**src/rtl/i2s_tx_ctrl.sv**
```systemverilog
// I2S transmit sequencer: buffers stereo pairs, commits one pair per LRCLK frame, serializes MSB-first.
// Build macro I2S_TX_UNDERRUN_REPEAT_EN: on underrun hold the previous pair instead of sending silence.
module i2s_tx_ctrl #(
  parameter int DATA_BIT   = 24,
  parameter int FIFO_DEPTH = 4
) (
  input  logic                          i_clk_12_288,
  input  logic                          i_reset,
  input  logic                          i_enable,
  input  logic [DATA_BIT-1:0]           i_left,
  input  logic [DATA_BIT-1:0]           i_right,
  input  logic                          i_valid,
  output logic                          o_ready,
  input  logic                          i_start,
  input  logic                          i_finish,
  input  logic [$clog2(DATA_BIT)-1:0]   i_count,
  input  logic                          i_count_valid,
  input  logic                          i_count_lrclk,
  output logic                          o_sdata,
  output logic                          o_underrun,
  output logic [7:0]                    o_underrun_cnt,
  output logic [$clog2(FIFO_DEPTH):0]   o_level
);
  localparam int CW = $clog2(DATA_BIT);
  localparam int AW = $clog2(FIFO_DEPTH);
  localparam int LW = AW + 1;
  localparam logic [CW:0]   BIT_LIMIT = (CW+1)'(DATA_BIT);
  localparam logic [LW-1:0] LVL_FULL  = LW'(FIFO_DEPTH);

  typedef enum logic [1:0] {S_IDLE, S_ARM, S_RUN, S_DRAIN} state_t;

  state_t                state_q, state_d;
  logic [AW-1:0]         wr_ptr_q, wr_ptr_d;
  logic [AW-1:0]         rd_ptr_q, rd_ptr_d;
  logic [LW-1:0]         level_q, level_d;
  logic [DATA_BIT-1:0]   left_q, left_d;
  logic [DATA_BIT-1:0]   right_q, right_d;
  logic                  sdata_q, sdata_d;
  logic                  underrun_q, underrun_d;
  logic [7:0]            ucnt_q, ucnt_d;
  logic [DATA_BIT-1:0]   mem_left_q  [FIFO_DEPTH];
  logic [DATA_BIT-1:0]   mem_right_q [FIFO_DEPTH];

  logic full, empty, ready, push, pop, flush, starve;

  assign full  = (level_q == LVL_FULL);
  assign empty = (level_q == '0);
  // Ready depends only on registered state, so a same-cycle pop never opens a slot.
  assign ready = ((state_q == S_ARM) || (state_q == S_RUN)) && !full;
  assign push  = i_valid && ready;

  always_ff @(posedge i_clk_12_288) begin
    if (push) begin
      mem_left_q[wr_ptr_q]  <= i_left;
      mem_right_q[wr_ptr_q] <= i_right;
    end
  end

  always_comb begin
    state_d    = state_q;
    wr_ptr_d   = wr_ptr_q;
    rd_ptr_d   = rd_ptr_q;
    level_d    = level_q;
    left_d     = left_q;
    right_d    = right_q;
    underrun_d = 1'b0;
    ucnt_d     = ucnt_q;
    pop        = 1'b0;
    flush      = 1'b0;
    starve     = 1'b0;

    case (state_q)
      S_IDLE: if (i_enable) state_d = S_ARM;
      S_ARM: begin
        if (!i_enable) begin
          state_d = S_IDLE;
          flush   = 1'b1;
        end else if (i_start && !empty) begin
          pop     = 1'b1;
          state_d = S_RUN;
        end
      end
      S_RUN: begin
        if (i_start) begin
          if (!empty) pop = 1'b1;
          else        starve = 1'b1;
        end
        if (!i_enable) state_d = S_DRAIN;
      end
      S_DRAIN: begin
        // i_start wins over a coincident i_finish, so that cycle never ends the drain.
        if (i_enable) begin
          state_d = S_RUN;
        end else if (i_finish && !i_start) begin
          state_d = S_IDLE;
          flush   = 1'b1;
        end
      end
      default: state_d = S_IDLE;
    endcase

    if (push) wr_ptr_d = wr_ptr_q + AW'(1);
    if (pop) begin
      rd_ptr_d = rd_ptr_q + AW'(1);
      left_d   = mem_left_q[rd_ptr_q];
      right_d  = mem_right_q[rd_ptr_q];
    end
    case ({push, pop})
      2'b10:   level_d = level_q + LW'(1);
      2'b01:   level_d = level_q - LW'(1);
      default: level_d = level_q;
    endcase

    if (starve) begin
      underrun_d = 1'b1;
      if (ucnt_q != 8'hFF) ucnt_d = ucnt_q + 8'd1;
`ifdef I2S_TX_UNDERRUN_REPEAT_EN
      left_d  = left_q;
      right_d = right_q;
`else
      left_d  = '0;
      right_d = '0;
`endif
    end

    if (flush) begin
      wr_ptr_d = '0;
      rd_ptr_d = '0;
      level_d  = '0;
      left_d   = '0;
      right_d  = '0;
    end

    sdata_d = 1'b0;
    if ((state_q != S_IDLE) && i_count_valid && ({1'b0, i_count} < BIT_LIMIT))
      sdata_d = i_count_lrclk ? left_q[i_count] : right_q[i_count];
  end

  always_ff @(posedge i_clk_12_288 or posedge i_reset) begin
    if (i_reset) begin
      state_q    <= S_IDLE;
      wr_ptr_q   <= '0;
      rd_ptr_q   <= '0;
      level_q    <= '0;
      left_q     <= '0;
      right_q    <= '0;
      sdata_q    <= 1'b0;
      underrun_q <= 1'b0;
      ucnt_q     <= 8'd0;
    end else begin
      state_q    <= state_d;
      wr_ptr_q   <= wr_ptr_d;
      rd_ptr_q   <= rd_ptr_d;
      level_q    <= level_d;
      left_q     <= left_d;
      right_q    <= right_d;
      sdata_q    <= sdata_d;
      underrun_q <= underrun_d;
      ucnt_q     <= ucnt_d;
    end
  end

  assign o_ready        = ready;
  assign o_sdata        = sdata_q;
  assign o_underrun     = underrun_q;
  assign o_underrun_cnt = ucnt_q;
  assign o_level        = level_q;
endmodule

```
**config.mk**
```make
export PLATFORM = sky130hd
export DESIGN_NAME = i2s_tx_ctrl
export DESIGN_NICKNAME = d
export VERILOG_FILES = /design/src/rtl/i2s_tx_ctrl.sv
export SDC_FILE = /design/constraint.sdc
export NUM_CORES = 1
export LEC_CHECK = 0
export BUFFER_PORTS_ARGS = -buffer_cell sky130_fd_sc_hd__buf_2
export CAP_MARGIN = 30
export CORE_MARGIN = 5
export CORE_UTILIZATION = 45
export DETAILED_ROUTE_END_ITERATION = 8
export PLACE_DENSITY = 0.61
export SYNTH_ARGS = -nofsm -noshare
export SYNTH_HDL_FRONTEND = slang
export SYNTH_SLANG_ARGS = --single-unit
```
**constraint.sdc**
```tcl
create_clock -name i_clk_12_288 -period 3.35 [get_ports i_clk_12_288]
set_input_delay 0.1675 -clock i_clk_12_288 [delete_from_list [all_inputs] [get_ports i_clk_12_288]]
set_output_delay 0.1675 -clock i_clk_12_288 [all_outputs]
set_load 0.1 [all_outputs]
```
### After elaboration in Yosys (flattened, before gate mapping)

Memories as Yosys holds them, arrays and structs flattened.
Index checks and enable logic that the tools add are counted.

| storage, ports and cells | value |
|---|---|
| bits in registers | 67 |
| RAM bits | 192 |
| word-level logic and storage cells | 88 |
| memories kept | 2 |
| output and inout bits | 14 |

| cells by class | value |
|---|---|
| reductions and logical operators | 19 |
| add/sub/neg operators | 5 |
| order comparisons | 2 |
| eq/ne operators | 11 |
| multiplexer cells | 40 |

Memory list:

| memory | words | width | read ports | clocked after memory_dff | write ports | RTL line | RTL |
|---|---|---|---|---|---|---|---|
| mem_left_q | 4 | 24 | 1 | 0 | 1 | 41 | `logic [DATA_BIT-1:0] mem_left_q [FIFO_DEPTH];` |
| mem_right_q | 4 | 24 | 1 | 0 | 1 | 42 | `logic [DATA_BIT-1:0] mem_right_q [FIFO_DEPTH];` |

Operators with widths:

| operator | count |
|---|---|
| $mux W24 | 6 |
| $mux W2 | 10 |
| $mux W1 | 17 |
| $bmux W1 S5 | 2 |
| $add A8 B1 Y8 const B | 1 |
| $ne A8 B8 Y1 const B | 1 |
| $pmux W2 S4 | 1 |
| $eq A2 B2 Y1 const B | 3 |
| $logic_and A1 B1 Y1 | 6 |
| $lt A5 B6 Y1 const B | 1 |
| $pmux W3 S2 | 1 |
| $reduce_bool A2 Y1 | 3 |
| $reduce_bool A3 Y1 | 2 |
| $lt A5 B5 Y1 const B | 1 |
| $add A2 B1 Y2 const B | 2 |
| $eq A2 B1 Y1 const B | 2 |
| $ne A2 B2 Y1 const B | 2 |
| $pmux W1 S2 | 2 |
| $reduce_and A4 Y1 | 1 |
| $add A3 B1 Y3 const B | 1 |
| $eq A3 B3 Y1 const B | 1 |
| $logic_not A1 Y1 | 3 |
| $logic_not A3 Y1 | 1 |
| $mux W3 | 1 |
| other kinds (6) | 6 |

### Longest topological paths before layout

| logic depth | value |
|---|---|
| depth in word-level cells | 9 |
| mapped depth | 11 |
| mapped depth without buffers | 10 |

### Least setup slack after synthesis

OpenSTA, ideal clock, no wires.

| path | value |
|---|---|
| path type | register to register |
| start | register level_q[0] (netlist: o_level[0]) |
| end | memory mem_left_q[0][0] (enable) |
| data arrival time | 4165 ps |
| data required time | 2939 ps |
| stages on the path, launching flop included | 4 |
| buffers on the path | 0 |
| path slack | -1226 ps |
| path through | dfrtp_1 nor2_1 a21oi_1 and3_1 |

| on the way | value |
|---|---|
| longest elaborated chain between the ends | 6 |

RTL lines:

| item | RTL line | RTL |
|---|---|---|
| start, declared | 35 | `logic [LW-1:0] level_q, level_d;` |
| start signal, assigned | 154 | `level_q <= level_d;` |
| $eq A3 B3 Y1 | 46 | `assign full = (level_q == LVL_FULL);` |
| $logic_not A1 Y1 | 49 | `assign ready = ((state_q == S_ARM) \|\| (state_q == S_RUN)) && !full;` |
| $logic_and A1 B1 Y1 | 49 |  |
| net o_ready | 13 | `output logic o_ready,` |
| $logic_and A1 B1 Y1 | 50 | `assign push = i_valid && ready;` |
| $mux W1 | 53 | `if (push) begin` |
| $mux W1 (not written as such) | 54 | `mem_left_q[wr_ptr_q] <= i_left;` |
| end, declared | 41 |  |

The timed path passes the listed nets, and every way through them passes these cells.

### Final worst setup path

| path | value |
|---|---|
| start | register state_q[0] |
| end | register level_q[2] (netlist: o_level[2]) |

| on the way | value |
|---|---|
| longest elaborated chain between the ends | 7 |

RTL lines:

| item | RTL line | RTL |
|---|---|---|
| start, declared | 32 | `state_t state_q, state_d;` |
| start signal, assigned | 151 | `state_q <= state_d;` |
| $eq A2 B1 Y1 / $eq A2 B2 Y1 (equally long branches) | 49, 72 |  |
| $logic_or A1 B1 Y1 | 49 |  |
| $logic_and A1 B1 Y1 | 49 |  |
| $logic_and A1 B1 Y1 | 50 |  |
| $eq A2 B1 Y1 / $eq A2 B2 Y1 (equally long branches) | 108 | `case ({push, pop})` |
| $pmux W3 S2 | 108 |  |
| $mux W3 | 126 | `if (flush) begin` |

Parallel ways exist; a longest one is shown, timed or not.
A chain may end at the register's enable or synchronous reset.

==> key figures <==
Status
  – Run status: finished clean

Global routing
  – Met2 Use GR: between 20% and 30%
  – Largest net degree at the start of global routing: 50
  – Vias in the first global route: between 5000 and 6000
  – Met3 Track Usage GR: 2.40%
  – M1 GR Usage: 21.7%
  – Gr busiest metal: met2
  – GR Overflow Total: 0
  – Initial antenna violation count: 0
  – Global-route wire length before repair: 32700 um
  – Gr usage total: 15.8%

Clocking
  – Root buf cell: clkbuf_16
  – Clock Tree Buf Depth: 3
  – Clock slew at reported path FFs: roughly 0.06 ns
  – CTS-repair resized insts: 0
  – Clk Latency, worst-skew pair: ~0.54 ns
  – Cts bufs inserted: 28
  – Hold buffers post-CTS: 52
  – Clk sink count: 259
  – H-tree depth: 1
  – TritonCTS clock tree: done
  – Post-CTS Setup Bufs: 0

Worst setup path
  – Peak fanout along the critical path: 5
  – Worst EP arrival: between 3 and 4 ns
  – Crit path launch type: flop
  – WP data required: 3.80 ns
  – Cell Chain, Critical Path: inv_1 > ha_1 > inv_1 > a211o_1 > ha_1 > fa_1 > xnor2_1 > or3_1 > a21oi_1
  – Max stage delay cell, worst path: dfrtp_1
  – CP Class: reg -> reg
  – CP Capture Type: flop
  – Max incr delay on CP: around 0.43 ns

Drt
  – DRC violation total after the first TritonRoute iteration: 406
  – DRC Markers: 0
  – DRT Pass-1 Iters: 4
  – Routed len/inst: 19.4 um
  – DR vias: 5538
  – Detailed Route WL: 20200 um
  – Final ANT Viol Nets: 0
  – Vias per cell: 5.31

Synth
  – Simple-Gate Fraction of Synth Area: 5.41%
  – Synthesized flop and latch total: 259
  – EDFF count, synth: 192
  – Sequential share of the synthesized area: 72.2%
  – Post-synthesis xor/xnor area fraction: 1.02%
  – Cell variety after synth: 41
  – Post-Syn Area per Cell: 17.2 um2
  – Post-Synth Adder-Cell Area: 1.41%
  – Top_reg_cell synth: edfxtp_1
  – Syn. warnings: 0
  – Largest family of logic cells by synthesized area: multiplexers
  – Asr flop ratio synth: 25.9%
  – Synth Area in Compound Gates: 3.65%
  – Post-synthesis mux area share: 14.4%
  – Synth Instances: 598
  – Syn_nets: 670
  – Post-Syn Area: 10300 um2

Floorplan
  – Die W: 161 um
  – Initial Util: 45.7%
  – Rows: 55
  – Die Area: 26000 um2
  – I/O Pins: 75
  – Core Box Area: 22600 um2
  – Die height: between 150 and 200 um

Place
  – Placed cell count: between 900 and 1000
  – Port bufs: 74
  – Post-DP HPWL: roughly 12000 um
  – Pre-CTS setup slack: 0.811 ns
  – Area post-placement: 11000 um2
  – GP Congestion: 0.781

Layout
  – Non-filler cells in the finished layout: 1043
  – Leading cell types in the layout, fill and taps excluded: edfxtp_1 (192), nand2_1 (99), buf_2 (74), dfrtp_1 (65), mux4_2 (54)
  – Design area: 12400 um2
  – Fraction of layout cells with a size suffix above 1: between 20% and 30%
  – Syn-to-layout area delta: 20.7%
  – Commonest non-fill, non-tap cell in the layout: edfxtp_1
  – Layout net count: between 800 and 900

STA
  – TNS Setup: 0 ns
  – Layout Skew: 0.0144 ns
  – Endpoints failing setup: 0
  – Crit share post-route: 76.4%
  – Worst Tran Pin Value: 0.972 ns
  – Final Hold Viols: 0
  – RSZ-0062 raised after global routing: no
  – Worst slew margin: a little over a third
  – Final min period: 2.56 ns
  – Slew Limit Fails: 0
  – Fmax: 391 MHz
  – Final setup margin: between 0.7 and 0.8 ns

Min path
  – Worst Hold Class: in -> reg

Run
  – MaxCap Viol Count: 0

Pwr
  – PwrDens: 794 nW/um2
  – Static Leakage: roughly 0.0046 uW
  – Peak VDD IR: around 460 uV
registers in the layout, indices dropped and copies added (netlist names), named ones only:
name,flops
left_q,24
mem_left_q,96
mem_right_q,96
o_level,3
o_sdata,1
o_underrun,1
o_underrun_cnt,8
rd_ptr_q,2
right_q,24
state_q,1
wr_ptr_q,2
per-layer routing:
metal  vias to the layer above  part of all wire (%)
li1                       2568                     -
met1                      2808                    43
met2                       130                    49
met3                        32                   5.4
met4                         0                   2.3
met5                         -                     0
cell type report:
type                    instances  area [um2]
multi-input cells             295        2690
clock buffers                  42         785
inverters                      14        52.6
fillers                      1785       10100
clock inverters                10        85.1
diodes                          1        2.50
repair buffers                137        1020
well taps                     285         357
flip-flops and latches        259        7450
stage by stage:
step / hold slack [ns] / utilization [%] / power [uW]
CTS: 0.0193 / 55.1 / 10000
finish: 0.0376 / 55.1 / 9880
global placement: 0.317 / 49.0 / 6950
detailed placement: 0.345 / 49.0 / 7070
global route: 0.0552 / 55.1 / 10400
floorplan: 0.266 / - / 6350
critical path, delay by kind of cell (launching register included):
| family | cells | cell delay [ns] |
|---|---|---|
| adders and majority gates | 3 | 0.94 |
| AOI/OAI and AO/OA | 2 | 0.48 |
| DFF | 1 | 0.43 |
| and+or+nand+nor | 1 | 0.31 |
| buffers and inverters | 2 | 0.18 |
| xor gates and xnor gates | 1 | 0.14 |
kinds of logic after synthesis:
group / count (synthesis)
XOR/XNOR: 12
AND/OR/NAND/NOR: 133
AO/OA/AOI/OAI: 66
adder cells (fa/ha/maj): 11
flip-flops: 259
multiplexers: 73
buffers and inverters: 44
cell usage after synthesis (all sizes together), types with 3 or more instances:
| cell type | instances | share of area (%) |
|---|---|---|
| buf | 19 | 0.97 |
| nand2 | 99 | 3.6 |
| inv | 14 | 0.51 |
| clkbuf | 11 | 0.40 |
| nand3 | 6 | 0.29 |
| mux4 | 59 | 13 |
| mux2i | 13 | 1.3 |
| a2111oi | 3 | 0.25 |
| and3 | 5 | 0.30 |
| ha | 10 | 1.2 |
| a21oi | 51 | 2.5 |
| xor2 | 7 | 0.59 |
| xnor2 | 5 | 0.42 |
| nor2 | 9 | 0.33 |
| edfxtp | 192 | 56 |
| dfrtp | 67 | 16 |
power by group:
| group | total, uW | switching [uW] | internal [uW] |
|---|---|---|---|
| combinational | 2450 | 1500 | 950 |
| clock | 2880 | 1190 | 1690 |
| sequential | 4550 | 352 | 4190 |
worst paths after layout:
kind	from	to	slack (ns)	cells past startpoint
worst max-delay path	state_q[0]	o_level[2]	0.79	9
worst min-delay path	i_count_lrclk	o_sdata	0.04	3
worst max register to register	state_q[0]	o_level[2]	0.79	9
worst min register to register	o_underrun_cnt[7]	o_underrun_cnt[7]	0.49	1
max in group asynchronous	i_reset	right_q[16]	2.30	4
min in group asynchronous	i_reset	o_underrun_cnt[0]	0.31	3
Note: power is estimated with default switching activity, not from simulation.
